===== src/rtl/lane_renderer_pkg.sv =====
`default_nettype none
// ============================================================================
// Package  : lane_renderer_pkg
// Purpose  : Shared constants and types for the lane renderer. Provides the
//            pixel colour codes, the VGA adapter screen geometry and the
//            renderer FSM state encoding.
// Ports    : none (package)
// Revision : 1.0 - initial release
// ============================================================================
package lane_renderer_pkg;

  // Target screen of the VGA adapter
  localparam int SCREEN_W = 160;
  localparam int SCREEN_H = 120;
  // Coordinate width wide enough for either screen axis
  localparam int COORD_W  = $clog2((SCREEN_W > SCREEN_H) ? SCREEN_W : SCREEN_H);

  // Pixel colours, {R,G,B}
  localparam logic [2:0] COL_BG        = 3'b000;
  localparam logic [2:0] COL_NOTE      = 3'b111;
  localparam logic [2:0] COL_HIT_NOTE  = 3'b110;
  localparam logic [2:0] COL_FLASH     = 3'b010;
  localparam logic [2:0] COL_HIT_EMPTY = 3'b001;

  typedef enum logic [1:0] {
    ST_IDLE = 2'd0,
    ST_LOAD = 2'd1,
    ST_DRAW = 2'd2,
    ST_DONE = 2'd3
  } state_t;

  // Colour of one note slot: the hit-zone slot has its own palette.
  function automatic logic [2:0] slot_colour(input logic hit_slot,
                                             input logic note,
                                             input logic flash);
    if (!hit_slot) return note ? COL_NOTE : COL_BG;
    if (note)      return COL_HIT_NOTE;
    return flash ? COL_FLASH : COL_HIT_EMPTY;
  endfunction

endpackage
`default_nettype wire


===== src/rtl/lane_renderer_raster.sv =====
`default_nettype none
// ============================================================================
// Module   : raster_counter
// Purpose  : Raster-order position counters for one lane rectangle. px runs
//            0..LANE_W-1 innermost, row runs 0..VISIBLE*NOTE_H-1. A sub-row
//            counter tracks the row inside a note slot and decrements the slot
//            index (top slot first) on wrap, so no divider is needed.
// Ports    : clk, resetn  - clock, async active-low reset
//            clear        - restart at pixel 0, slot VISIBLE-1
//            en           - advance one pixel
//            px, row      - current pixel column offset / row
//            slot         - note slot owning the current row
//            last         - current position is the final pixel of the lane
// Revision : 1.0 - initial release
// ============================================================================
module raster_counter
  import lane_renderer_pkg::*;
#(
  parameter int LANE_W  = 16,
  parameter int NOTE_H  = 8,
  parameter int VISIBLE = 15,
  parameter int SLOT_W  = (VISIBLE > 1) ? $clog2(VISIBLE) : 1
) (
  input  logic               clk,
  input  logic               resetn,
  input  logic               clear,
  input  logic               en,
  output logic [COORD_W-1:0] px,
  output logic [COORD_W-1:0] row,
  output logic [SLOT_W-1:0]  slot,
  output logic               last
);

  localparam logic [COORD_W-1:0] PX_LAST  = COORD_W'(LANE_W - 1);
  localparam logic [COORD_W-1:0] ROW_LAST = COORD_W'(VISIBLE * NOTE_H - 1);
  localparam logic [COORD_W-1:0] SUB_LAST = COORD_W'(NOTE_H - 1);
  localparam logic [SLOT_W-1:0]  SLOT_TOP = SLOT_W'(VISIBLE - 1);

  logic [COORD_W-1:0] sub_row;
  logic               end_of_line;

  assign end_of_line = (px == PX_LAST);
  assign last        = end_of_line && (row == ROW_LAST);

  always_ff @(posedge clk or negedge resetn) begin
    if (!resetn) begin
      px      <= '0;
      row     <= '0;
      sub_row <= '0;
      slot    <= SLOT_TOP;
    end else if (clear) begin
      px      <= '0;
      row     <= '0;
      sub_row <= '0;
      slot    <= SLOT_TOP;
    end else if (en) begin
      if (end_of_line) begin
        px  <= '0;
        row <= row + 1'b1;
        if (sub_row == SUB_LAST) begin
          sub_row <= '0;
          slot    <= slot - 1'b1;  // wraps past 0 only after the last pixel
        end else begin
          sub_row <= sub_row + 1'b1;
        end
      end else begin
        px <= px + 1'b1;
      end
    end
  end

endmodule
`default_nettype wire


===== src/rtl/lane_renderer.sv =====
`default_nettype none
// ============================================================================
// Module   : lane_renderer
// Purpose  : Converts a lane note window into a pixel stream for a 160x120
//            VGA adapter. Each frame request redraws the lane rectangle from a
//            snapshot of the note window and press flag taken at frame start.
// Ports    : clk, resetn  - clock, async active-low reset
//            lane_bits    - note window, bit0 = hit-zone slot
//            hit_flash    - press flag for the hit zone
//            frame_req    - one-cycle redraw request
//            x, y, colour - registered pixel coordinate and colour
//            plot         - pixel valid (adapter write enable)
//            busy         - a frame is being drawn (or is queued back-to-back)
//            done         - one-cycle pulse after the last pixel of a frame
// Revision : 1.0 - initial release
// ============================================================================
module lane_renderer
  import lane_renderer_pkg::*;
#(
  parameter int LANE_X0 = 60,
  parameter int LANE_W  = 16,
  parameter int NOTE_H  = 8,
  parameter int VISIBLE = 15
) (
  input  logic               clk,
  input  logic               resetn,
  input  logic [VISIBLE-1:0] lane_bits,
  input  logic               hit_flash,
  input  logic               frame_req,
  output logic [7:0]         x,
  output logic [7:0]         y,
  output logic [2:0]         colour,
  output logic               plot,
  output logic               busy,
  output logic               done
);

  localparam int SLOT_W = (VISIBLE > 1) ? $clog2(VISIBLE) : 1;

  state_t               state, next_state;
  logic                 pending;
  logic [VISIBLE-1:0]   snap;
  logic                 flash_snap;
  logic                 cnt_clear, cnt_en;
  logic                 busy_c, done_c;
  logic [COORD_W-1:0]   px, row;
  logic [SLOT_W-1:0]    slot;
  logic                 last;
  logic [2:0]           pixel_colour;
  logic                 start_frame;

  raster_counter #(
    .LANE_W  (LANE_W),
    .NOTE_H  (NOTE_H),
    .VISIBLE (VISIBLE),
    .SLOT_W  (SLOT_W)
  ) u_raster (
    .clk    (clk),
    .resetn (resetn),
    .clear  (cnt_clear),
    .en     (cnt_en),
    .px     (px),
    .row    (row),
    .slot   (slot),
    .last   (last)
  );

  assign pixel_colour = slot_colour(slot == '0, snap[slot], flash_snap);

  // A new frame is accepted from IDLE, or back-to-back from DONE.
  assign start_frame  = (next_state == ST_LOAD) &&
                        ((state == ST_IDLE) || (state == ST_DONE));

  always_comb begin
    next_state = state;
    cnt_clear  = 1'b0;
    cnt_en     = 1'b0;
    busy_c     = 1'b0;
    done_c     = 1'b0;
    case (state)
      ST_IDLE: begin
        if (frame_req || pending) next_state = ST_LOAD;
      end
      ST_LOAD: begin
        cnt_clear  = 1'b1;
        busy_c     = 1'b1;
        next_state = ST_DRAW;
      end
      ST_DRAW: begin
        cnt_en = 1'b1;
        busy_c = 1'b1;
        if (last) next_state = ST_DONE;
      end
      ST_DONE: begin
        done_c = 1'b1;
        // Keep busy asserted when another frame follows immediately.
        busy_c = pending || frame_req;
        next_state = (pending || frame_req) ? ST_LOAD : ST_IDLE;
      end
      default: next_state = ST_IDLE;
    endcase
  end

  always_ff @(posedge clk or negedge resetn) begin
    if (!resetn) begin
      state      <= ST_IDLE;
      pending    <= 1'b1;  // draw one frame automatically after reset
      snap       <= '0;
      flash_snap <= 1'b0;
      x          <= '0;
      y          <= '0;
      colour     <= COL_BG;
      plot       <= 1'b0;
      busy       <= 1'b0;
      done       <= 1'b0;
    end else begin
      state <= next_state;

      if (start_frame)    pending <= 1'b0;
      else if (frame_req) pending <= 1'b1;

      if (state == ST_LOAD) begin
        snap       <= lane_bits;
        flash_snap <= hit_flash;
      end

      plot <= cnt_en;
      busy <= busy_c;
      done <= done_c;
      if (cnt_en) begin
        x      <= 8'(LANE_X0) + px;
        y      <= row;
        colour <= pixel_colour;
      end
    end
  end

endmodule
`default_nettype wire

===== config.mk =====
export PLATFORM = sky130hd
export DESIGN_NAME = lane_renderer
export DESIGN_NICKNAME = d
export VERILOG_FILES = /design/src/rtl/lane_renderer_pkg.sv /design/src/rtl/lane_renderer_raster.sv /design/src/rtl/lane_renderer.sv
export SDC_FILE = /design/constraint.sdc
export NUM_CORES = 1
export LEC_CHECK = 0
export ABC_AREA = 1
export BUFFER_PORTS_ARGS = -buffer_cell sky130_fd_sc_hd__buf_2
export CAP_MARGIN = 20
export CORE_MARGIN = 3
export CORE_UTILIZATION = 30
export CTS_BUF_LIST = sky130_fd_sc_hd__clkbuf_4 sky130_fd_sc_hd__clkbuf_8 sky130_fd_sc_hd__clkbuf_16
export DETAILED_ROUTE_END_ITERATION = 16
export SLEW_MARGIN = 0
export SYNTH_ARGS = -nofsm -noshare
export SYNTH_HDL_FRONTEND = slang
export SYNTH_SLANG_ARGS = --single-unit

===== constraint.sdc =====
create_clock -name clk -period 1.7 [get_ports clk]
set_input_delay 0.34 -clock clk [delete_from_list [all_inputs] [get_ports clk]]
set_output_delay 0.34 -clock clk [all_outputs]
set_load 0.05 [all_outputs]

==> impl_metrics.ini, run 1 <==
[run_status]
status = finished, final reports clean

[cells_and_area]
layout-drive-gt1-share_pct = 21.6
fin_nets = 483
fillCellCount = 1103
fin_cells = 598
n_antenna_cell = 0
multi_input_area_um2 = 1440
syn2layout_area_growth_pct = 21.6
final-seq-area_um2 = 1730

[grt]
antenna_found_initial = 0
grtUsageTotal_pct = 12.7
grt.overflow.total = 0
grt_max_degree = 60
grt_pass1_wl_mm = 13.1
grt_pass1_vias = 2818

[die]
die_area_um2 = 12500
rows = 38
num_io_pins = 41
die_h_um = 112
start_util_pct = 30.9
die_w_um = 112
coreArea_um2 = 10900

[sta]
worst_slew_pin_slew_ps = 343
holdWs_ps = 185
setup_tns_ps = 0
fin_crit_sh_pct = 92.9
hold_viol = 0
slew_violations = 0
slew_headroom_pct = 77.1
clock.fmax_mhz = 633
setup-violations-final = 0
worst_clock_skew_ps = 13.8
finalCriticalPeriod_ps = 1580

[clock_tree]
clock_path_buffers = 2
numCtsBuffers = 9
cts-htree-levels = 3
cts_tree = built
cts.reportedPaths.clkPinSlew_ps = 80
clk_latency_ps = 350
clkSinkCount = 69
cts-root-buf = clkbuf_8

[yosys]
synth_cell_type_count = 37
postSynthCellCount = 393
yosys_most_used_dff = dfrtp_1
async_flop_share_pct = 100
synth_fp_nets = 423
avgSynthCellArea_um2 = 8.55
synth_area_um2 = 3360
synth_seq_area_share_pct = 51.5
yosys_warnings = 0
yosys_register_bits = 69
synth-edff-count = 0

[critical_path]
r2r-start = u_raster.px[3]$_DFFE_PN0P_
r2r_end = u_raster.sub_row[5]$_DFFE_PN0P_
cp.required_ps = 1960
crit_slowest_cell = dfrtp_1
worst_setup_path_end_kind = register
r2r_cells = 10
critPathLaunch = u_raster.px[3]$_DFFE_PN0P_
arrival_ps = 1840
critPathMaxStageDelay_ps = 430
critPathLaunchType = register
crit_path_cell_trace = ha_1, nand2_1, inv_1, nand4_2, nand2_2, nand2_8, clkinv_8, nand2_8, nand2_1, a21oi_2
critPathKind = reg -> reg
crit_end = u_raster.sub_row[5]$_DFFE_PN0P_
r2r_slack_ps = 120
crit_fanout = 13

[pwr]
powerDensity_nw_per_um2 = 1790
leakagePower_nw = 2.02
vdd_drop_max_mv = 0.794

[placement]
numPortBuffers = 40
place_inst = 578
place.gp.congestion = 0.787
dpl.hpwl_mm = 5.27

[route]
routedWlPerCell_um = 12.5
drcViolationCount = 0
drt_pass1_iterations = 5
drt_iter0_markers = 105
drtAntennaViolNets = 0
totalWireLength_mm = 7.50
vias = 2754
routed_via_density = 4.61

[run]
cap_violations = 0

[worst_hold_path]
hp-class = in -> reg
-- cells by family (layout without fill, tap and decap cells) --
| kind of cell | after synthesis | in the layout | share of synthesized area [%] |
|---|---|---|---|
| flops | 69 | 69 | 51.5 |
| simple gates | 190 | 190 | 24.7 |
| buf+inv | 54 | 119 | 7.15 |
| compound gates | 60 | 60 | 10.1 |
| fa+ha+maj | 11 | 11 | 4.10 |
| xor+xnor | 9 | 9 | 2.35 |
-- placed cells by master (no fill, tap or decap), types with 2 or more instances in the layout --
master	netlist	routed
nand4_1	10	10
dfstp_2	4	4
o21ai_1	1	2
dfrtp_1	65	65
clkbuf_8	0	9
o31ai_2	3	3
clkinv_1	2	2
ha_1	11	10
buf_2	2	40
buf_4	1	16
xor2_1	8	8
nor3_1	2	2
a31oi_1	2	2
clkinvlp_4	0	2
nand2_2	3	3
inv_2	2	2
a21oi_1	20	18
a21oi_2	0	2
nand3_1	28	28
nor2_2	1	3
clkbuf_4	0	3
nor2_1	26	24
nand2_8	0	2
inv_1	38	38
o21ai_0	29	28
nand2_1	113	113
-- synthesized netlist by cell type, types with 3 or more instances --
cell	count	area share (%)
xor2_1	8	2.1
ha_1	11	4.1
dfrtp_1	65	48
nand4_1	10	1.9
o31ai_2	3	1.1
nand3_1	28	4.2
nand2_1	113	13
nor2_1	26	2.9
nand2_2	3	0.56
clkbuf_1	6	0.67
o21ai_0	29	4.3
a21oi_1	20	3.0
inv_1	38	4.2
dfstp_2	4	3.1
-- layout make-up --
type,instances,area share [%]
sequential,69,42.4
inverter,43,4.26
timing repair buffer,59,8.85
multi-input combinational,270,35.2
timing repair inverter,1,0.214
clock buffer,12,3.58
clock inverter,4,1.22
tap,140,4.29
-- metal layers --
layer | wire length, um | share of wire (%) | GRT usage [%]
met1 | 3440 | 46 | 15.5
met2 | 3640 | 49 | 21.5
met4 | 119 | 1.6 | 5.11
met3 | 297 | 4.0 | 3.21
met5 | 0 | 0 | 0
-- timing repair --
action | 4_1_cts | 5_1_grt
endpoints found under the hold margin | 10 | 0
pin swaps | 0 | 1
endpoints found under the setup margin | 1 | 9
hold buffers | 1 | 0
gates resized for setup | 1 | 11
cloned | 0 | 1
setup buffers | 0 | 2
-- state kept, by name, indices dropped and copies added (netlist names) --
signal	flops
snap	15
pending	1
state	2
x	8
u_raster.px	8
colour	3
flash_snap	1
u_raster.sub_row	8
u_raster.slot	4
u_raster.row	8
done	1
busy	1
plot	1
y	8
-- worst min-delay path by stage --
stage	slack, ps	from	cells after the start	end
after floorplan	40	resetn	0	busy$_DFF_PN0_
after global placement	230	resetn	1	x[1]$_DFFE_PN0P_
after detailed placement	230	resetn	1	x[1]$_DFFE_PN0P_
after CTS	170	lane_bits[3]	3	snap[3]$_DFFE_PN0P_
after global routing	180	lane_bits[11]	3	snap[11]$_DFFE_PN0P_
final	190	lane_bits[3]	3	snap[3]$_DFFE_PN0P_
-- critical path: cells and delay by family, from the launching register on --
kind	cells	cell delay (ps)
AO/OA/AOI/OAI	1	110
flip-flops	1	430
buffers and inverters	2	180
AND/OR/NAND/NOR	6	580
adder cells (fa/ha/maj)	1	200
-- per-stage QoR --
stage | total power [W] | area, um^2 | setup slack, ps | util [%]
after floorplan | 0.00487 | 3360 | 134 | -
after global placement | 0.00570 | 3800 | 107 | 34.9
after detailed placement | 0.00578 | 3800 | 10.7 | 34.9
after CTS | 0.00718 | 4010 | 47.0 | 36.8
after global routing | 0.00790 | 4090 | -1.41 | 37.5
final | 0.00730 | 4090 | 120 | 37.5
-- report_power, final --
| group | leakage (nW) | internal [W] | switching (W) | total, W |
|---|---|---|---|---|
| Clock | 0.0968 | 0.000725 | 0.000620 | 0.00135 |
| Combinational | 1.05 | 0.00111 | 0.00235 | 0.00346 |
| Sequential | 0.882 | 0.00220 | 0.000291 | 0.00249 |
| Total | 2.02 | 0.00404 | 0.00326 | 0.00730 |
No activity file was read; power rests on OpenSTA's default activity.
==> inputs of run 2 (changes only) <==
SETUP_SLACK_MARGIN = 0.4   (was unset)
clock period = 1.85 ns   (was 1.7 ns; I/O delays follow)
==> impl_metrics.ini, run 2 (synthesized netlist as in run 1, its figures left out) <==
[route]
routed_via_density = 4.73
routedWlPerCell_um = 13.3
vias = 2978
drt_iter0_markers = 191
totalWireLength_mm = 8.36
drt_pass1_iterations = 4
drcViolationCount = 0
drtAntennaViolNets = 0

[sta]
timing.final.ws_setup_ps = 322
rsz0062_at_grt = true
hold_viol = 2
setup_tns_ps = 0
setup-violations-final = 0
finalCriticalPeriod_ps = 1530
slew_violations = 0
slew_headroom_pct = 73.1
worst_slew_pin_slew_ps = 403
fin_crit_sh_pct = 82.6
worst_clock_skew_ps = 13.9
holdWs_ps = -0.372
clock.fmax_mhz = 655

[pwr]
p_comb_share_pct = 53.3
internal-power_w = 0.00440
powerDensity_nw_per_um2 = 1680
swShare_pct = 43.5
clkPwrFrac_pct = 16.6
leakagePower_nw = 2.25
power_switching_w = 0.00339
power_frac_seq_pct = 30.1
vdd_drop_max_mv = 0.762

[clock_tree]
clock_path_buffers = 2
ctsHoldBuffers = 0
cts.reportedPaths.clkPinSlew_ps = 80
clk_latency_ps = 350
cts-root-buf = clkbuf_8
cts_tree = built
cts-htree-levels = 3
numCtsBuffers = 9
clkSinkCount = 69

[run_status]
status = finished, violations left
violations = hold timing

[cells_and_area]
mostFrequentLayoutCells = nand2_1 (106), dfrtp_1 (62), buf_2 (40), buf_4 (40), inv_1 (30)
fin_nets = 515
fin_cells = 630
regMostFlops = snap
n_antenna_cell = 0
multi_input_area_um2 = 1650
fillCellCount = 1028
largest_reg_flops = 15
layout_commonest_cell = nand2_1
final-seq-area_um2 = 1740
syn2layout_area_growth_pct = 38.1
layout-drive-gt1-share_pct = 36.7

[die]
rows = 38
coreArea_um2 = 10900
die_area_um2 = 12500
num_io_pins = 41
start_util_pct = 30.9
die_w_um = 112
die_h_um = 112

[critical_path]
critPathLaunchType = register
arrival_ps = 1760
cp.required_ps = 2080
worst_setup_path_end_kind = register
crit_fanout = 4
critPathKind = reg -> reg

[worst_hold_path]
hp-class = in -> async

[grt]
grt_pass1_wl_mm = 13.5
grt_pass1_vias = 2902
grtUsageTotal_pct = 13.2
grt_max_degree = 70
antenna_found_initial = 0
grt.overflow.total = 0

[run]
cap_violations = 0

[placement]
numPortBuffers = 40
place_ws_ps = 145
place.gp.congestion = 0.873
dpl.hpwl_mm = 5.23
place_inst = 571
run 2: changes by cell type in the layout (fill, tap and decap cells not counted), moves of 5 or more:
cell / delta
nand3_1: -7
ha_1: -6
o21ai_1: +6
nand2_1: -7
inv_1: -8
buf_4: +24
nor2_1: -9
nor2_4: +5
o21ai_0: -8
nand2_2: +5
nand3_2: +7
run 2: what timing repair did:
| action | in CTS | in global routing |
|---|---|---|
| gates cloned | 2 | 0 |
| buffers inserted | 22 | 19 |
| endpoints found under the setup margin | 47 | 46 |
| pin swaps | 9 | 22 |
| resized for setup | 41 | 55 |
run 2: layout make-up:
type | count | area share, %
inverter | 43 | 4.04
timing repair buffer | 91 | 14.5
sequential | 69 | 37.4
clock buffer | 12 | 3.56
clock inverter | 4 | 0.971
tap | 140 | 3.77
multi-input combinational | 270 | 35.5
timing repair inverter | 1 | 0.243
run 2: metal layers:
layer | part of all wire [%] | global-route usage (%)
met1 | 45 | 17.0
met2 | 50 | 21.0
met3 | 3.8 | 3.53
met4 | 1.7 | 5.60
met5 | 0 | 0
run 2: worst max-delay path: stages (launching register included):
cell	delay [ps]
dfrtp_1	370
ha_2	220
nand2_4	60
inv_4	60
nand4_4	90
nand2_4	110
nand2_8	80
bufbuf_16	270
a21oi_2	100
a21oi_1	50
run 2: metrics by stage:
stage	power, W	hold slack (ps)	util [%]	area, um^2
detailed placement	0.00522	426	34.5	3760
floorplan	0.00452	74.4	-	3370
finish	0.00779	-0.372	42.6	4640
global placement	0.00517	420	34.5	3760
CTS	0.00721	47.8	39.6	4320
global route	0.00834	58.7	42.6	4640
run 2: power by group through the flow:
stage | clock network (W) | logic, W | registers, W
2_1_floorplan | 0 | 0.00173 | 0.00278
3_3_place_gp | 0 | 0.00283 | 0.00235
3_5_place_dp | 0 | 0.00287 | 0.00236
4_1_cts | 0.00132 | 0.00360 | 0.00230
5_1_grt | 0.00140 | 0.00455 | 0.00240
6_report | 0.00129 | 0.00415 | 0.00235
run 2: final timing paths:
kind | slack (ps) | startpoint | depth (start not counted) | end
setup / recovery | 320 | u_raster.px[0]$_DFFE_PN0P_ | 9 | u_raster.row[2]$_DFFE_PN0P_
hold / removal | -0.4 | resetn | 2 | snap[13]$_DFFE_PN0P_
setup reg to reg | 320 | u_raster.px[0]$_DFFE_PN0P_ | 9 | u_raster.row[2]$_DFFE_PN0P_
hold reg to reg | 460 | y[6]$_DFFE_PN0P_ | 2 | y[6]$_DFFE_PN0P_
max in group asynchronous | 1460 | resetn | 2 | u_raster.slot[3]$_DFFE_PN1P_
min in group clk | 220 | lane_bits[11] | 3 | snap[11]$_DFFE_PN0P_
==> inputs of run 3 (changes only) <==
clock period = 1.3 ns   (was 1.85 ns; I/O delays follow)
==> impl_metrics.ini, run 3 (synthesized netlist as in run 1, its figures left out) <==
[run_status]
status = finished, violations left
violations = setup timing

[grt]
antenna_found_initial = 0
grt_max_degree = 70
grt_pass1_wl_mm = 15.0
grt_pass1_vias = 3127
grtUsageTotal_pct = 14.7
grt.overflow.total = 0

[die]
die_area_um2 = 12500
coreArea_um2 = 10900
start_util_pct = 30.9
die_h_um = 112
rows = 38
die_w_um = 112
num_io_pins = 41

[pwr]
vdd_drop_max_mv = 1.39
leakagePower_nw = 2.60
finalPower_w = 0.0126
powerDensity_nw_per_um2 = 2340

[sta]
hold_viol = 0
clock.fmax_mhz = 673
setup_tns_ps = -4720
setup-violations-final = 47
fin_crit_sh_pct = 114
finalCriticalPeriod_ps = 1480
slew_headroom_pct = 74.8
slew_violations = 0
worst_clock_skew_ps = 13.9
rsz0062_at_grt = true
holdWs_ps = 104
timing.final.ws_setup_ps = -185
worst_slew_pin_slew_ps = 374

[clock_tree]
cts.reportedPaths.clkPinSlew_ps = 80
cts_tree = built
cts-htree-levels = 3
clock_path_buffers = 2
clk_latency_ps = 360
numCtsBuffers = 9
clkSinkCount = 69
cts-root-buf = clkbuf_8

[route]
drt_iter0_markers = 138
routed_via_density = 4.57
totalWireLength_mm = 9.10
vias = 3127
drt_pass1_iterations = 4
routedWlPerCell_um = 13.3
drcViolationCount = 0
drtAntennaViolNets = 0

[critical_path]
r2r-start = state[0]$_DFF_PN0_
crit_fanout = 5
critPathLaunch = state[0]$_DFF_PN0_
critPathLaunchType = register
critPathKind = reg -> reg
cp.required_ps = 1540
arrival_ps = 1720
worst_setup_path_end_kind = register

[cells_and_area]
regMostFlops = snap
syn2layout_area_growth_pct = 60.2
final_area_um2 = 5380
layout-drive-gt1-share_pct = 49.1
mostFrequentLayoutCells = nand2_1 (87), buf_4 (80), dfrtp_1 (65), buf_6 (37), inv_1 (31)
fin_cells = 684
fin_nets = 569
n_antenna_cell = 0
largest_reg_flops = 15
layout_commonest_cell = nand2_1

[placement]
dpl.hpwl_mm = 5.59
dpl-instance-area_um2 = 4270
numPortBuffers = 40
place.gp.congestion = 0.809
place_inst = 628

[worst_hold_path]
hp-class = in -> reg
hold_start = lane_bits[7]

[run]
cap_violations = 0
[run 3: layer usage]
layer	global-route usage [%]	routed length [um]	part of all wire, %	vias to the layer above
met5	0	0	0	-
met4	4.22	91	1.0	0
met3	3.42	278	3.1	11
met2	24.0	4690	51	44
met1	19.6	4040	44	1498
li1	-	-	-	1574
[run 3: worst max-delay path, stage by stage, from the launching register on]
cell and delay (ps):
dfrtp_1 410, inv_2 80, ha_4 300, buf_4 160, nand2_8 100, buf_4 160, a21oi_2 120, a21oi_2 40
[run 3: final timing paths]
path | endpoint | slack [ps] | cells past startpoint
max in group asynchronous | u_raster.slot[1]$_DFFE_PN1P_ | 500 | 3
worst max-delay path | u_raster.sub_row[2]$_DFFE_PN0P_ | -180 | 7
worst max register to register | u_raster.sub_row[2]$_DFFE_PN0P_ | -180 | 7
worst min-delay path | snap[7]$_DFFE_PN0P_ | 100 | 3
min in group asynchronous | plot$_DFF_PN0_ | 450 | 3
worst min register to register | snap[8]$_DFFE_PN0P_ | 480 | 2
[run 3: power by group]
group          internal [W]  total (W)  switching (W)
logic               0.00348    0.00772        0.00424
registers           0.00288    0.00333       0.000449
clock network      0.000770    0.00157       0.000800
total               0.00713     0.0126        0.00549
[run 3: timing repair]
| action | in CTS | in global routing |
|---|---|---|
| gates resized for setup | 103 | 74 |
| buffers inserted | 14 | 19 |
| setup endpoints to repair | 90 | 91 |
| hold buffers | 1 | 0 |
| endpoints found under the hold margin | 65 | 0 |
| cloned | 6 | 0 |
| pin swaps | 18 | 21 |
[run 3: area by class of cell]
type,count,area (um^2)
Tap cell,140,175
Fill cell,1003,5510
Timing Repair Buffer,143,1270
Inverter,43,196
Clock buffer,13,154
Multi-Input combinational cell,271,1830
Sequential cell,69,1730
Clock inverter,3,15.0
Timing Repair inverter,2,15.0
[run 3: metrics by stage]
step | utilization, % | setup WS (ps)
3_5_place_dp | 39.2 | -247
4_1_cts | 45.9 | -128
3_3_place_gp | 39.2 | -152
5_1_grt | 49.4 | -247
2_1_floorplan | - | -99.3
6_report | 49.4 | -185
